## config.mk

```make
export PLATFORM = sky130hd
export DESIGN_NAME = axis_deadlock_block_detector
export DESIGN_NICKNAME = d
export VERILOG_FILES = /design/src/rtl/axis_deadlock_block_detector.sv
export SDC_FILE = /design/constraint.sdc
export NUM_CORES = 1
export LEC_CHECK = 0
export CAP_MARGIN = 20
export CELL_PAD_IN_SITES_DETAIL_PLACEMENT = 2
export CELL_PAD_IN_SITES_GLOBAL_PLACEMENT = 2
export CORE_MARGIN = 5
export CORE_UTILIZATION = 35
export CTS_CLUSTER_SIZE = 16
export DETAILED_ROUTE_END_ITERATION = 10
export GPL_TIMING_DRIVEN = 0
export PLACE_DENSITY_LB_ADDON = 0.1
export SYNTH_ARGS = -nofsm -noshare
export SYNTH_HDL_FRONTEND = slang
export SYNTH_SLANG_ARGS = --single-unit
```

## constraint.sdc

```tcl
create_clock -name clock -period 4.3 [get_ports clock]
set_input_delay 1.075 -clock clock [delete_from_list [all_inputs] [get_ports clock]]
set_output_delay 1.075 -clock clock [all_outputs]
set_load 0.03 [all_outputs]
```

## src/rtl/axis_deadlock_block_detector.sv

```systemverilog
// Filters transient AXIS/instance stalls; block asserts STABLE_CYCLES-1 edges after the first qualifying sample.
// Outputs are purely registered; no flow control of its own, it only observes the kernel's stall signals.
module axis_deadlock_block_detector #(
  parameter int NUM_AXIS      = 2,
  parameter int NUM_INST      = 1,
  parameter int STABLE_CYCLES = 16,
  parameter int CNT_W         = 8
) (
  input  logic                clock,
  input  logic                reset,
  input  logic [NUM_AXIS-1:0] axis_block_sigs,
  input  logic [NUM_INST-1:0] inst_idle_sigs,
  input  logic [NUM_INST-1:0] inst_block_sigs,
  output logic                block,
  output logic [NUM_AXIS-1:0] block_snapshot,
  output logic [CNT_W-1:0]    stall_count
);

  typedef enum logic [1:0] {
    ST_IDLE,
    ST_COUNT,
    ST_BLOCKED
  } state_t;

  localparam logic [8:0]       STABLE_TGT = 9'(STABLE_CYCLES);
  localparam logic [CNT_W-1:0] STALL_MAX  = '1;

  state_t              state, state_nxt;
  logic [7:0]          cnt, cnt_nxt;
  logic [NUM_AXIS-1:0] prev_pat;
  logic [NUM_AXIS-1:0] snap_nxt;
  logic [CNT_W-1:0]    stall_nxt;
  logic                candidate;
  logic                changed;
  logic                stable_hit;

  // A kernel with every instance idle is not running, so it can never be deadlocked.
  assign candidate  = (|axis_block_sigs | |inst_block_sigs) & ~(&inst_idle_sigs);
  assign changed    = (axis_block_sigs != prev_pat);
  assign stable_hit = (({1'b0, cnt} + 9'd1) == STABLE_TGT);

  always_comb begin
    state_nxt = state;
    cnt_nxt   = cnt;
    snap_nxt  = block_snapshot;
    stall_nxt = stall_count;
    case (state)
      ST_IDLE: begin
        if (candidate) begin
          state_nxt = ST_COUNT;
          cnt_nxt   = 8'd1;
        end else begin
          cnt_nxt = '0;
        end
      end
      ST_COUNT: begin
        if (!candidate) begin
          state_nxt = ST_IDLE;
          cnt_nxt   = '0;
        end else if (changed) begin
          cnt_nxt = 8'd1;
        end else if (stable_hit) begin
          state_nxt = ST_BLOCKED;
          snap_nxt  = axis_block_sigs;
          stall_nxt = '0;
        end else begin
          cnt_nxt = cnt + 8'd1;
        end
      end
      ST_BLOCKED: begin
        if (!candidate) begin
          state_nxt = ST_IDLE;
          cnt_nxt   = '0;
        end else if (changed) begin
          state_nxt = ST_COUNT;
          cnt_nxt   = 8'd1;
        end else if (stall_count != STALL_MAX) begin
          stall_nxt = stall_count + 1'b1;
        end
      end
      default: begin
        state_nxt = ST_IDLE;
        cnt_nxt   = '0;
      end
    endcase
  end

  always_ff @(posedge clock) begin
    if (reset) begin
      state          <= ST_IDLE;
      cnt            <= '0;
      prev_pat       <= '0;
      block_snapshot <= '0;
      stall_count    <= '0;
    end else begin
      state          <= state_nxt;
      cnt            <= cnt_nxt;
      prev_pat       <= axis_block_sigs;
      block_snapshot <= snap_nxt;
      stall_count    <= stall_nxt;
    end
  end

  assign block = (state == ST_BLOCKED);

endmodule

```

==> results of run 1 <==
## area by class of cell
cell class              count  area share
multi-input cells         140       0.544
clock buffers               3      0.0247
flip-flops and latches     22       0.264
repair buffers             16      0.0959
clock inverters             1      0.0180
inverters                   5      0.0112
plain buffers               3     0.00674
well taps                  48      0.0360
## synthesized netlist by cell type (2+ instances only)
cell	number	area share
a21oi_1	13	0.047
a22o_1	6	0.038
a31oi_1	7	0.032
and3_1	2	0.0091
clkbuf_1	3	0.0082
dfxtp_1	22	0.32
ha_1	6	0.054
inv_1	5	0.014
mux2i_1	2	0.015
nand2_1	21	0.057
nand2b_1	3	0.014
nand3_1	9	0.033
nand4_1	3	0.014
nor2_1	20	0.054
nor2b_1	4	0.018
nor3_1	2	0.0073
o21ai_0	8	0.029
o21ba_2	2	0.015
or2_2	2	0.0091
or3_1	4	0.018
or3b_1	2	0.013
or4_1	2	0.011
xnor2_1	5	0.032
## state kept, by name (all words and copies together) (netlist names)
name / flops
state: 2
block_snapshot: 2
stall_count: 8
cnt: 8
prev_pat: 2
## layer usage
metal	global-route usage	up-vias	routed length (µm)
li1	-	660	-
met3	0.0248	6	108
met1	0.204	672	1950
met4	0.0574	0	38
met2	0.322	14	2250
met5	0	-	0
## final timing paths
check / slack, ns / cells after the start / to
max: 0.81 / 7 / cnt[7]
max reg2reg: 1.54 / 7 / cnt[7]
min: 0.52 / 2 / block_snapshot[0]
min reg2reg: 0.52 / 2 / block_snapshot[0]
## logic make-up after synthesis
kind of cell             share of synthesized area
AND/OR/NAND/NOR                              0.292
AO/OA/AOI/OAI                                0.258
flip-flops                                   0.319
buffers and inverters                       0.0218
adder cells (fa/ha/maj)                     0.0544
XOR/XNOR                                    0.0318
multiplexers                                0.0227
## where the power goes
group | switching [W] | internal (W)
clock | 0.0000768 | 0.000124
combinational | 0.0000376 | 0.0000253
sequential | 0.00000393 | 0.000207
## worst min-delay path: stages (launching register included)
cell	delay [ns]
dfxtp_1	0.34
mux2i_1	0.07
nor2_1	0.08
## metrics by stage
| step | util | worst slack [ns] |
|---|---|---|
| 2_1_floorplan | - | 1.45 |
| 3_3_place_gp | 0.427 | 0.697 |
| 3_5_place_dp | 0.427 | 0.574 |
| 4_1_cts | 0.446 | 0.815 |
| 5_1_grt | 0.446 | 0.557 |
| 6_report | 0.446 | 0.813 |
## placed cells by master, fill, tap and decap left out, types with 4 or more instances in the layout
cell / count
xnor2_1: 5
a22o_1: 6
nor2b_1: 4
a31oi_1: 7
inv_1: 5
nand2_1: 21
clkdlybuf4s50_1: 16
nand3_1: 9
ha_1: 6
nor2_1: 20
a21oi_1: 13
or3_1: 4
o21ai_0: 8
dfxtp_1: 22
==> results.md, run 1 <==
* Post-route insts no fill at around 240
* Design Area, Final at roughly 1700 µm²
* Post-Syn Area at between 1000 and 1500 µm²
* Grt total ovfl at 0
* CP startpoint kind: primary input
* Fin nets at a little over 200
* Chip height at 72.8 µm
* Fillers at approximately 440
* Drt total wl at 4350 µm
* Skew final at about 0.0067 ns
* WL/cell at ~18 µm
* Drt pass-1 iters at 4
* Site Rows at 22
* Sequential cell area at ~440 µm²
* RSZ-0062 raised after global routing: no
* Placed cell area at ~1600 µm²
* Share of synthesized flip-flops with an asynchronous set or reset at 0
* CP endpoint kind: register
* Vias in the first global route at between 1k and 1.5k
* F_max at around 290 MHz
* Worst R2R Start: cnt[0]
* Worst VDD drop at between 0.1 and 0.15 mV
* Post-route clock period utilization at 0.811
* Sequential area share after synthesis at 0.319
* Final Hold Vio Count at 0
* TritonCTS clock tree: done
* Inst Count DP at about 230
* Clk root buf: clkbuf_8
* Slowest-stage cell, CP: o32ai_1
* HP Start: block_snapshot[0]
* Via count at approximately 1.4k
* # hold bufs at CTS at 0
* Resized Gates After CTS at 0
* DRC errors left at 0
* Ant diodes at 0
* Post-synth net total at around 180
* Initial Util at 0.368
* Share of cells above drive strength 1 at 0.0684
* Routed Antenna Nets at 0
* Post-synth cell types at 40
* DP HPWL at around 3300 µm
* Core Area at between 3000 and 4000 µm²
* Io pins at 17
* Pins over their slew limit at 0
* Crit. Startpoint: axis_block_sigs[0]
* CTS H-tree lvls at 1
* PD cells at around 280 nW/µm²
* Crit-path max FO at 8
* Global-route wire length before repair at 7290 µm
* Initial antenna violation count at 0
* Area of the multi-input gates at around 910 µm²
* Total setup buffers inserted after CTS at 0
* Largest net degree at the start of global routing at 14
* Crit path buf inv count at 1
* Full die area at 5290 µm²
* Worst slew margin at 0.317
* DRT iter0 DRCs at 52
* CP Cell Sequence: clkdlybuf4s50_1 -> xnor2_1 -> and2_1 -> nand4_1 -> o32ai_1 -> o21ai_0 -> a21oi_1
* Yosys synthesis warning count at 0
* Fin crit period at about 3.5 ns
* Top_reg_cell synth: dfxtp_1
* Post-synth EDFFs at 0
* Overall Power at about 0.00047 W
* Area delta synth->final at 21.1%
* CTS buffer count at 3
* Leakage at roughly 0.54 nW
* Die Wd at a little over 70 µm
* Outcome: finished clean
* Worst slew pin tran at about 1 ns
* Critical Path RT at ~4.5 ns
* Smallest hold slack at roughly 0.52 ns
* WP data arrival at approximately 3.7 ns
* Worst min path class: reg -> reg
* Max-Cap Viols at 0
* TNS Setup at 0 ns
* Top delay family on crit path: compound AO/OA/AOI/OAI gates
* CP peak stage delay at 0.96 ns
* Clock transition at path regs at approximately 0.090 ns
* Synth Instances at 170
* Crit Path Category: in -> reg
* Setup Viol. Count Final at 0
* Post-synthesis register bit count at 22
* Post-synthesis area per instance at around 8.1 µm²
* GR Util All Layers at 0.174
* PortBufs at 16
* Number of clock sinks at 22
* Clk buf depth at 2
* Clk_lat worst skew at around 0.27 ns
* Gp weighted congestion at a little over 0.8
* Via/cell ratio at 5.68
(Power assumes the default switching activity.)
==> run 2: changes to the inputs <==
--- a/config.mk
+++ b/config.mk
@@ -9,7 +9,7 @@
 export CELL_PAD_IN_SITES_DETAIL_PLACEMENT = 2
 export CELL_PAD_IN_SITES_GLOBAL_PLACEMENT = 2
 export CORE_MARGIN = 5
-export CORE_UTILIZATION = 35
+export CORE_UTILIZATION = 32
 export CTS_CLUSTER_SIZE = 16
 export DETAILED_ROUTE_END_ITERATION = 10
 export GPL_TIMING_DRIVEN = 0
==> constraint.sdc (replaced) <==
create_clock -name clock -period 3.5 [get_ports clock]
set_input_delay 0.875 -clock clock [delete_from_list [all_inputs] [get_ports clock]]
set_output_delay 0.875 -clock clock [all_outputs]
set_load 0.03 [all_outputs]
==> run 2 against run 1 <==
Net effect: via count fell by 2.1%; final area rose by 0.15%; clock skew rose by 0.0053 ns; sequential power rose by 22%; critical endpoint unchanged; highest routed layer unchanged.
==> results.md, run 2 (synthesis results as in run 1) <==
* Outcome: finished clean
* PD cells at 346 nW/µm² (+22%)
* Chip height at 75.6 µm (+4.0%)
* Sequential share of power at 0.447 (+0.003)
* Comb pwr share at 0.129 (-0.003)
* HP Start: block_snapshot[0]
* Internal power at 0.000438 W (+23%)
* RSZ-0062 raised after global routing: no
* Switch Pwr at 0.000140 W (+19%)
* Clk buf depth at 2 (unchanged)
* CTS H-tree lvls at 1 (unchanged)
* Initial Util at 0.337 (-0.0309)
* Fin crit period at ~3.2 ns
* Crit path capture: cnt[7]
* Drt total wl at 4080 µm (-6.2%)
* WL/cell at 17.0 µm (-6.9%)
* Worst r2r path cells at 7 (unchanged)
* Post-route insts no fill at 240 (+0.84%)
* Core Area at 4090 µm² (+9.2%)
* Resized Gates After CTS at 0 (unchanged)
* Gp weighted congestion at 0.824 (-0.93%)
* Final core occ at 0.409 (-0.0368)
* Worst slew pin tran at 0.959 ns (-0.0572 ns)
* Grt total ovfl at 0 (unchanged)
* Crit Path Category: in -> reg
* Worst slew margin at 0.358 (+0.0414)
* GR Util All Layers at 0.158 (-0.0159)
* Pins over their slew limit at 0 (unchanged)
* Crit. Startpoint: axis_block_sigs[0]
* Critical Path RT at 3.71 ns (-0.79 ns)
* Share of cells above drive strength 1 at 0.0684 (unchanged)
* Area delta synth->final at 21.3%
* Worst R2R Start: cnt[0]
* Die Wd at 75.6 µm (+4.0%)
* Setup Viol. Count Final at 0 (unchanged)
* Worst slack, placed at -0.0170 ns (-0.591 ns)
* Post-route clock period utilization at 0.918
* Number of clock sinks at 22 (unchanged)
* F_max at 311 MHz
* Clk root buf: clkbuf_8
* Biggest regs: cnt x8, stall_count x8
* Power share of the clock group at 0.425 (about the same)
* Final worst slack at 0.287 ns (-0.527 ns)
* Vias in the first global route at 1425 (-2.3%)
* Fin nets at 203 (unchanged)
* Drt pass-1 iters at 4 (unchanged)
* Via count at 1323 (-2.1%)
* Crit-path max FO at 8 (unchanged)
* Full die area at 5720 µm² (+8.1%)
* Worst VDD drop at 0.266 mV (+120%)
* Largest net degree at the start of global routing at 14 (unchanged)
* WP data arrival at 3.42 ns (-0.26 ns)
* # hold bufs at CTS at 0 (unchanged)
* Final Hold Vio Count at 0 (unchanged)
* Via/cell ratio at 5.51 (-3.0%)
* Switching share of power at 0.243 (-0.00646)
* Ant diodes at 0 (unchanged)
* CP startpoint kind: primary input
* DP HPWL at 3160 µm (-3.9%)
* Routed Antenna Nets at 0 (unchanged)
* Clk_lat worst skew at 0.27 ns (about the same)
* CTS buffer count at 3 (unchanged)
* DRC errors left at 0 (unchanged)
* Worst reg2reg setup slack at 0.81 ns (-0.73 ns)
* PortBufs at 16 (unchanged)
* Inst Count DP at 236 (+0.85%)
* Io pins at 17 (unchanged)
* Max-Cap Viols at 0 (unchanged)
* CP endpoint kind: register
* Leading cell types in the layout, fill and taps excluded: dfxtp_1, nand2_1, nor2_1
* Initial antenna violation count at 0 (unchanged)
* DRT iter0 DRCs at 17 (-67%)
* Worst min path class: reg -> reg
* Leakage at 0.537 nW (unchanged)
* RR Endpoint: cnt[7]
* Commonest non-fill, non-tap cell in the layout: dfxtp_1
* Skew final at 0.0120 ns (+0.00535 ns)
* TritonCTS clock tree: done
* Total setup buffers inserted after CTS at 0 (unchanged)
* Site Rows at 23 (+4.5%)
* Global-route wire length before repair at 6960 µm (-4.4%)
* Clock transition at path regs at 0.09 ns (about the same)
-- run 2: cell counts in the layout (fill, tap and decap cells not counted) --
Identical to the previous run, type by type.
-- run 2: layout make-up --
class	count	area (µm²)
Timing Repair Buffer	16	160
Sequential cell	22	440
Clock buffer	3	41.3
Tap cell	50	62.6
Multi-Input combinational cell	140	908
Inverter	5	18.8
Buffer	3	11.3
Fill cell	472	2410
Clock inverter	1	30.0
-- run 2: worst max-delay path, stage by stage --
cell and delay [ns]:
clkdlybuf4s50_1 0.58, xnor2_1 0.16, and2_1 0.19, nand4_1 0.27, o32ai_1 0.91, o21ai_0 0.23
a21oi_1 0.19
-- run 2: worst min path at each step --
stage               slack, ns                 to  cells after the start
floorplan                0.46             cnt[7]                      2
global placement         0.48  block_snapshot[0]                      2
detailed placement       0.50  block_snapshot[0]                      2
CTS                      0.52  block_snapshot[0]                      2
global route             0.55           state[0]                      2
finish                   0.51  block_snapshot[0]                      2
-- run 2: stage by stage --
| step | power, W | TNS (ns) | hold slack, ns | instance area [µm²] |
|---|---|---|---|---|
| after floorplan | 0.000314 | 0 | 0.462 | 1380 |
| after global placement | 0.000336 | 0 | 0.482 | 1600 |
| after detailed placement | 0.000339 | -0.0170 | 0.495 | 1600 |
| after CTS | 0.000590 | 0 | 0.522 | 1670 |
| after global routing | 0.000611 | 0 | 0.552 | 1670 |
| final | 0.000578 | 0 | 0.509 | 1670 |
-- run 2: metal layers --
layer / GRT usage / vias to the layer above / share of wire
li1: - / 661 / -
met1: 0.210 / 643 / 0.48
met2: 0.269 / 15 / 0.48
met3: 0.0330 / 4 / 0.032
met4: 0.0233 / 0 / 0.0066
met5: 0 / - / 0
-- run 2: power groups by stage --
stage | clock [W] | sequential, W | combinational, W
2_1_floorplan | 0 | 0.000263 | 0.0000513
3_3_place_gp | 0 | 0.000264 | 0.0000727
3_5_place_dp | 0 | 0.000264 | 0.0000751
4_1_cts | 0.000256 | 0.000258 | 0.0000756
5_1_grt | 0.000268 | 0.000259 | 0.0000832
6_report | 0.000246 | 0.000258 | 0.0000744
